**config.mk**
```make
export PLATFORM = sky130hd
export DESIGN_NAME = pong_game_ctrl
export DESIGN_NICKNAME = d
export VERILOG_FILES = /design/src/rtl/pong_game_ctrl.sv
export SDC_FILE = /design/constraint.sdc
export NUM_CORES = 1
export LEC_CHECK = 0
export BUFFER_PORTS_ARGS = -buffer_cell sky130_fd_sc_hd__clkbuf_2
export CAP_MARGIN = 5
export CORE_MARGIN = 2
export CORE_UTILIZATION = 60
export DETAILED_ROUTE_END_ITERATION = 8
export HOLD_SLACK_MARGIN = 0.03
export MAX_ROUTING_LAYER = met4
export PLACE_DENSITY = 0.84
export SETUP_SLACK_MARGIN = 0.3
export SLEW_MARGIN = 10
export SYNTH_ARGS = -nofsm -noshare
export SYNTH_HDL_FRONTEND = slang
export SYNTH_SLANG_ARGS = --single-unit
```
**constraint.sdc**
```tcl
create_clock -name i_Clk -period 4.5 [get_ports i_Clk]
set_input_delay 0.9 -clock i_Clk [delete_from_list [all_inputs] [get_ports i_Clk]]
set_output_delay 0.9 -clock i_Clk [all_outputs]
set_load 0.05 [all_outputs]
```
**src/rtl/pong_game_ctrl.sv**
```systemverilog
// -----------------------------------------------------------------------------
// pong_game_ctrl
//
// Game sequencer for a two-player Pong. It decides when the ball may move,
// when it is recentred, which way the next serve goes, and keeps both scores.
//
// State flow:
//   IDLE --start level--> SERVE --SERVE_FRAMES ticks--> PLAY --miss--> POINT
//   POINT --no winner--> SERVE
//   POINT --winner-----> OVER --start rising edge--> SERVE
//
// Optional feature macro: PONG_SCORE_LIMIT_EN
//   defined   : reaching WIN_SCORE ends the game in OVER
//   undefined : endless game, scores wrap 9 -> 0, OVER is never entered and
//               o_Game_Over / o_Winner stay 0
//
// Parameters:
//   SERVE_FRAMES  frame ticks spent in SERVE before release (1..255)
//   WIN_SCORE     score that ends the game (1..9)
//
// Ports:
//   i_Clk          system clock, rising edge
//   i_Rst_L        asynchronous active-low reset
//   i_VSync        vertical sync (i_Clk domain); each 0->1 is one frame tick
//   i_Game_Start   start / restart request
//   i_P1_Miss      1-cycle pulse, ball passed player 1's edge
//   i_P2_Miss      1-cycle pulse, ball passed player 2's edge
//   o_Ball_Enable  ball motion allowed (PLAY only)
//   o_Ball_Reset   1-cycle pulse recentring the ball
//   o_Serve_Dir    0 = serve toward P1, 1 = serve toward P2
//   o_P1_Score     player 1 score, 0..9
//   o_P2_Score     player 2 score, 0..9
//   o_State        current FSM state encoding (debug visibility)
//   o_Game_Over    high while in OVER
//   o_Winner       0 = P1 won, 1 = P2 won; meaningful only with o_Game_Over
// -----------------------------------------------------------------------------
module pong_game_ctrl #(
  parameter int SERVE_FRAMES = 60,
  parameter int WIN_SCORE    = 9
) (
  input  logic       i_Clk,
  input  logic       i_Rst_L,
  input  logic       i_VSync,
  input  logic       i_Game_Start,
  input  logic       i_P1_Miss,
  input  logic       i_P2_Miss,
  output logic       o_Ball_Enable,
  output logic       o_Ball_Reset,
  output logic       o_Serve_Dir,
  output logic [3:0] o_P1_Score,
  output logic [3:0] o_P2_Score,
  output logic [2:0] o_State,
  output logic       o_Game_Over,
  output logic       o_Winner
);

  typedef enum logic [2:0] {
    ST_IDLE  = 3'd0,
    ST_SERVE = 3'd1,
    ST_PLAY  = 3'd2,
    ST_POINT = 3'd3,
    ST_OVER  = 3'd4
  } state_t;

  localparam logic [7:0] SERVE_LAST = 8'(SERVE_FRAMES);
  localparam logic [3:0] WIN        = 4'(WIN_SCORE);

  state_t     state, state_nxt;
  logic       vsync_q;
  logic       start_q;
  logic       frame_tick;
  logic       start_rise;
  logic [7:0] frame_cnt, frame_cnt_nxt;
  logic [7:0] frame_cnt_inc;
  logic [3:0] p1_score, p1_score_nxt;
  logic [3:0] p2_score, p2_score_nxt;
  logic       serve_dir, serve_dir_nxt;
  logic       ball_reset, ball_reset_nxt;
  logic       game_over;

  // Decimal score counter: 9 rolls over to 0.
  function automatic logic [3:0] score_inc(input logic [3:0] s);
    return (s == 4'd9) ? 4'd0 : s + 4'd1;
  endfunction

  // History registers reset high so a line already high when reset lifts
  // is not mistaken for a fresh rising edge.
  assign frame_tick    = i_VSync & ~vsync_q;
  assign start_rise    = i_Game_Start & ~start_q;
  assign frame_cnt_inc = frame_cnt + 8'd1;

  always_ff @(posedge i_Clk or negedge i_Rst_L) begin
    if (!i_Rst_L) begin
      state      <= ST_IDLE;
      vsync_q    <= 1'b1;
      start_q    <= 1'b1;
      frame_cnt  <= 8'd0;
      p1_score   <= 4'd0;
      p2_score   <= 4'd0;
      serve_dir  <= 1'b0;
      ball_reset <= 1'b0;
    end else begin
      state      <= state_nxt;
      vsync_q    <= i_VSync;
      start_q    <= i_Game_Start;
      frame_cnt  <= frame_cnt_nxt;
      p1_score   <= p1_score_nxt;
      p2_score   <= p2_score_nxt;
      serve_dir  <= serve_dir_nxt;
      ball_reset <= ball_reset_nxt;
    end
  end

  // Next-state and datapath updates. o_Ball_Reset is registered, so the
  // recentre pulse coincides with the first cycle of SERVE. Every path
  // into SERVE passes through at least one other state, so the pulse can
  // never be two cycles long.
  always_comb begin
    state_nxt      = state;
    frame_cnt_nxt  = frame_cnt;
    p1_score_nxt   = p1_score;
    p2_score_nxt   = p2_score;
    serve_dir_nxt  = serve_dir;
    ball_reset_nxt = 1'b0;

    case (state)
      ST_IDLE: begin
        if (i_Game_Start) begin
          p1_score_nxt   = 4'd0;
          p2_score_nxt   = 4'd0;
          frame_cnt_nxt  = 8'd0;
          ball_reset_nxt = 1'b1;
          state_nxt      = ST_SERVE;
        end
      end

      ST_SERVE: begin
        if (frame_tick) begin
          frame_cnt_nxt = frame_cnt_inc;
          if (frame_cnt_inc == SERVE_LAST) begin
            state_nxt = ST_PLAY;
          end
        end
      end

      ST_PLAY: begin
        if (i_P1_Miss && !i_P2_Miss) begin
          p2_score_nxt  = score_inc(p2_score);
          serve_dir_nxt = 1'b0;
          state_nxt     = ST_POINT;
        end else if (i_P2_Miss && !i_P1_Miss) begin
          p1_score_nxt  = score_inc(p1_score);
          serve_dir_nxt = 1'b1;
          state_nxt     = ST_POINT;
        end else if (i_P1_Miss && i_P2_Miss) begin
          // Simultaneous miss: nobody scores, the serve is replayed.
          state_nxt = ST_POINT;
        end
      end

      ST_POINT: begin
`ifdef PONG_SCORE_LIMIT_EN
        if ((p1_score == WIN) || (p2_score == WIN)) begin
          state_nxt = ST_OVER;
        end else begin
          frame_cnt_nxt  = 8'd0;
          ball_reset_nxt = 1'b1;
          state_nxt      = ST_SERVE;
        end
`else
        frame_cnt_nxt  = 8'd0;
        ball_reset_nxt = 1'b1;
        state_nxt      = ST_SERVE;
`endif
      end

      ST_OVER: begin
        // Only a fresh press restarts; a button held since the winning
        // point is ignored.
        if (start_rise) begin
          p1_score_nxt   = 4'd0;
          p2_score_nxt   = 4'd0;
          frame_cnt_nxt  = 8'd0;
          ball_reset_nxt = 1'b1;
          state_nxt      = ST_SERVE;
        end
      end

      default: begin
        state_nxt = ST_IDLE;
      end
    endcase
  end

`ifdef PONG_SCORE_LIMIT_EN
  assign game_over = (state == ST_OVER);
`else
  assign game_over = 1'b0;
`endif

  assign o_Ball_Enable = (state == ST_PLAY);
  assign o_Ball_Reset  = ball_reset;
  assign o_Serve_Dir   = serve_dir;
  assign o_P1_Score    = p1_score;
  assign o_P2_Score    = p2_score;
  assign o_State       = state;
  assign o_Game_Over   = game_over;
  // In OVER exactly one side holds WIN_SCORE, so checking P2 is enough.
  assign o_Winner      = game_over & (p2_score == WIN);

endmodule

```
==> results.toml <==
[cts]
cts_tree = "done"
cts_max_path_buffers = 2
cts-resized-gates = 0
clock_tree.root_cell = "clkbuf_4"
post_cts_buffers = 0
numCtsBuffers = 3
cts_sinks = 21
cts.clk_slew.worst_paths_ps = 120
clock_latency_ps = 310
cts.hold.buffers_added = 0
htreeDepth = 1

[drt]
drt_pass1_iterations = 4
drt-initial-drc-count = 33
vias = 1168
avgViaCountPerCell = 5.75
ant_nets = 0
wl_per_cell_microns = 13.7
wl_microns = 2770
drc_errors = 0

[setup_path]
critical_path_peak_fanout = 6
cpPeakStageDelay_ps = 460
worstPathRequired_ps = 3600
worstRegToRegCells = 7
worstSetupPathType = "reg2out"
cp_top_family = "flip-flops"
cpMaxStageDelayCell = "dfrtp_1"
path_buf_inv = 2
arrival_ps = 1510
path_depth = 3
crit_path_cell_trace = "inv_1, ha_1, clkbuf_2"
cp-start-kind = "register"
setup.worst_path.end_class = "primary output"

[global_route]
grt_pass1_vias = 1110
grt_pass1_wl_microns = 4780
grt_usage_pct = 23.9
overflow = 0
antenna_found_initial = 0
grt_max_degree = 22

[sta]
max_freq_mhz = 414
rsz0062_at_grt = "false"
setup_viol = 0
slew_headroom_pct = 62.3
fin_skew_ps = 3.24
worst_pin_slew_ps = 562
post-route-period-util_pct = 53.6
slew_viol_final = 0
hold_viol = 0
setup_tns_ps = 0
fin_crit_ps = 2410

[power]
vdd_drop_max_mv = 0.191
clkPwrFrac_pct = 21.8
p_leak_nw = 0.729
power_density_mw_per_mm2 = 290
seq_power_share_pct = 54.1
p_comb_share_pct = 24.1
switchingPower_mw = 0.162
switching_share_pct = 36.7
p_int_mw = 0.279

[placement]
place_congestion = 0.910
dp_cells = 199
io_buffers = 18
dp_hpwl_microns = 2040

[yosys]
yosys-top-cells-count = "o21ai_0 (23), dfrtp_1 (20), ha_1 (14), nand2_1 (13), nor2_1 (13)"
synth_edf_count = 0
syn_inst = 156
syn_area_per_cell_sq_um = 8.94
async_reset_ff_share_pct = 100
yosysSeqAreaShare_pct = 37.8
synth_ff_type = "dfrtp_1"
synth_top_area_share_pct = 35.9
synth_top_area_cell = "dfrtp_1"
syn-cell-area_sq_mm = 0.00140
yosys_warnings = 0
synth.lib_cells_used.distinct = 35
synth_most_common_cell = "o21ai_0"
synth-seq-cells = 21
ys_top_cells_by_area = "dfrtp_1 (36%), ha_1 (13%), o21ai_0 (8.3%), nand2_1 (3.5%), nor2_1 (3.5%)"

[final_layout]
final_util_pct = 68.7
num-fill-cells = 171
nets = 196
areaGrowthSynthToFinish_pct = 8.88
drive_gt1_share_pct = 17.1
stdcell_count = 203
diodes = 0

[floorplan]
fp.dieH_microns = 52.2
dieArea_sq_mm = 0.00273
core_area_sq_mm = 0.00221
start_util_pct = 63.1
rows = 17
ioPinCount = 22
dieWidth_microns = 52.2

[run]
maxCapViolations = 0

[hold_path]
hp-class = "reg2reg"
min_path_cells = 1

[status]
status = "complete, no violations"
-- stage by stage --
step | total power, mW | area [sq um] | setup WS, ps | hold WS, ps
after global placement | 0.339 | 1490 | 2230 | 483
final | 0.441 | 1520 | 2090 | 519
after CTS | 0.442 | 1520 | 2090 | 517
after detailed placement | 0.344 | 1490 | 2100 | 496
after global routing | 0.466 | 1520 | 2000 | 552
after floorplan | 0.318 | 1400 | 2170 | 483
-- sequential cells by signal, summed over array words and instances (netlist names) --
name,flops
frame_cnt,8
o_Ball_Reset,1
o_P1_Score,4
o_P2_Score,4
o_Serve_Dir,1
o_State,2
vsync_q,1
-- layer usage --
metal  vias up  wire length, microns  GRT usage, %
met4         0                    62          7.69
met2        24                  1390          40.5
met5         -                     0             -
li1        577                     -             -
met3         9                    83          3.43
met1       558                  1240          29.5
-- cell type report --
type	count	area [sq um]	share of cell area, %
flip-flops and latches	21	527	34.7
clock inverters	1	7.51	0.494
inverters	12	45.0	2.97
clock buffers	3	22.5	1.48
repair buffers	18	90.1	5.93
well taps	28	35.0	2.31
multi-input cells	120	792	52.1
-- cells by family after synthesis --
group / synth area share (%)
AOI/OAI and AO/OA: 21.2
buffers and inverters: 6.01
xor gates and xnor gates: 1.26
DFF: 37.8
muxes: 0.718
and+or+nand+nor: 20.3
adders and majority gates: 12.6
other: 0.269
-- final timing paths --
path | slack, ps | start | to
max in group asynchronous | 3590 | i_Rst_L | vsync_q
max | 2090 | o_State[0] | o_Ball_Enable
min in group asynchronous | 540 | i_Rst_L | o_P2_Score[3]
min reg2reg | 520 | o_P2_Score[3] | o_P2_Score[3]
min | 520 | o_P2_Score[3] | o_P2_Score[3]
max reg2reg | 2430 | o_State[0] | o_State[0]
-- power by group through the flow --
stage          Combinational, mW  Sequential [mW]  Clock, mW
2_1_floorplan             0.0684            0.249          0
3_3_place_gp              0.0995            0.239          0
3_5_place_dp               0.104            0.240          0
4_1_cts                    0.107            0.237     0.0979
5_1_grt                    0.117            0.244      0.105
6_report                   0.106            0.238     0.0963
-- cells in the final DEF (no fill, tap or decap), drive strengths merged, types with 2 or more instances in the layout --
master,synthesis,routed
xnor2,2,2
clkbuf,0,21
a21oi,4,4
nor2b,5,5
a41oi,2,2
a21o,2,2
nor2,13,13
nand2b,5,5
nand3,7,7
a211oi,3,3
o21ai,25,25
o211ai,2,2
dfrtp,20,20
ha,14,14
o31ai,5,5
conb,1,3
or2,3,3
inv,12,12
and3,2,2
nand2,13,13
(Power assumes the default switching activity.)
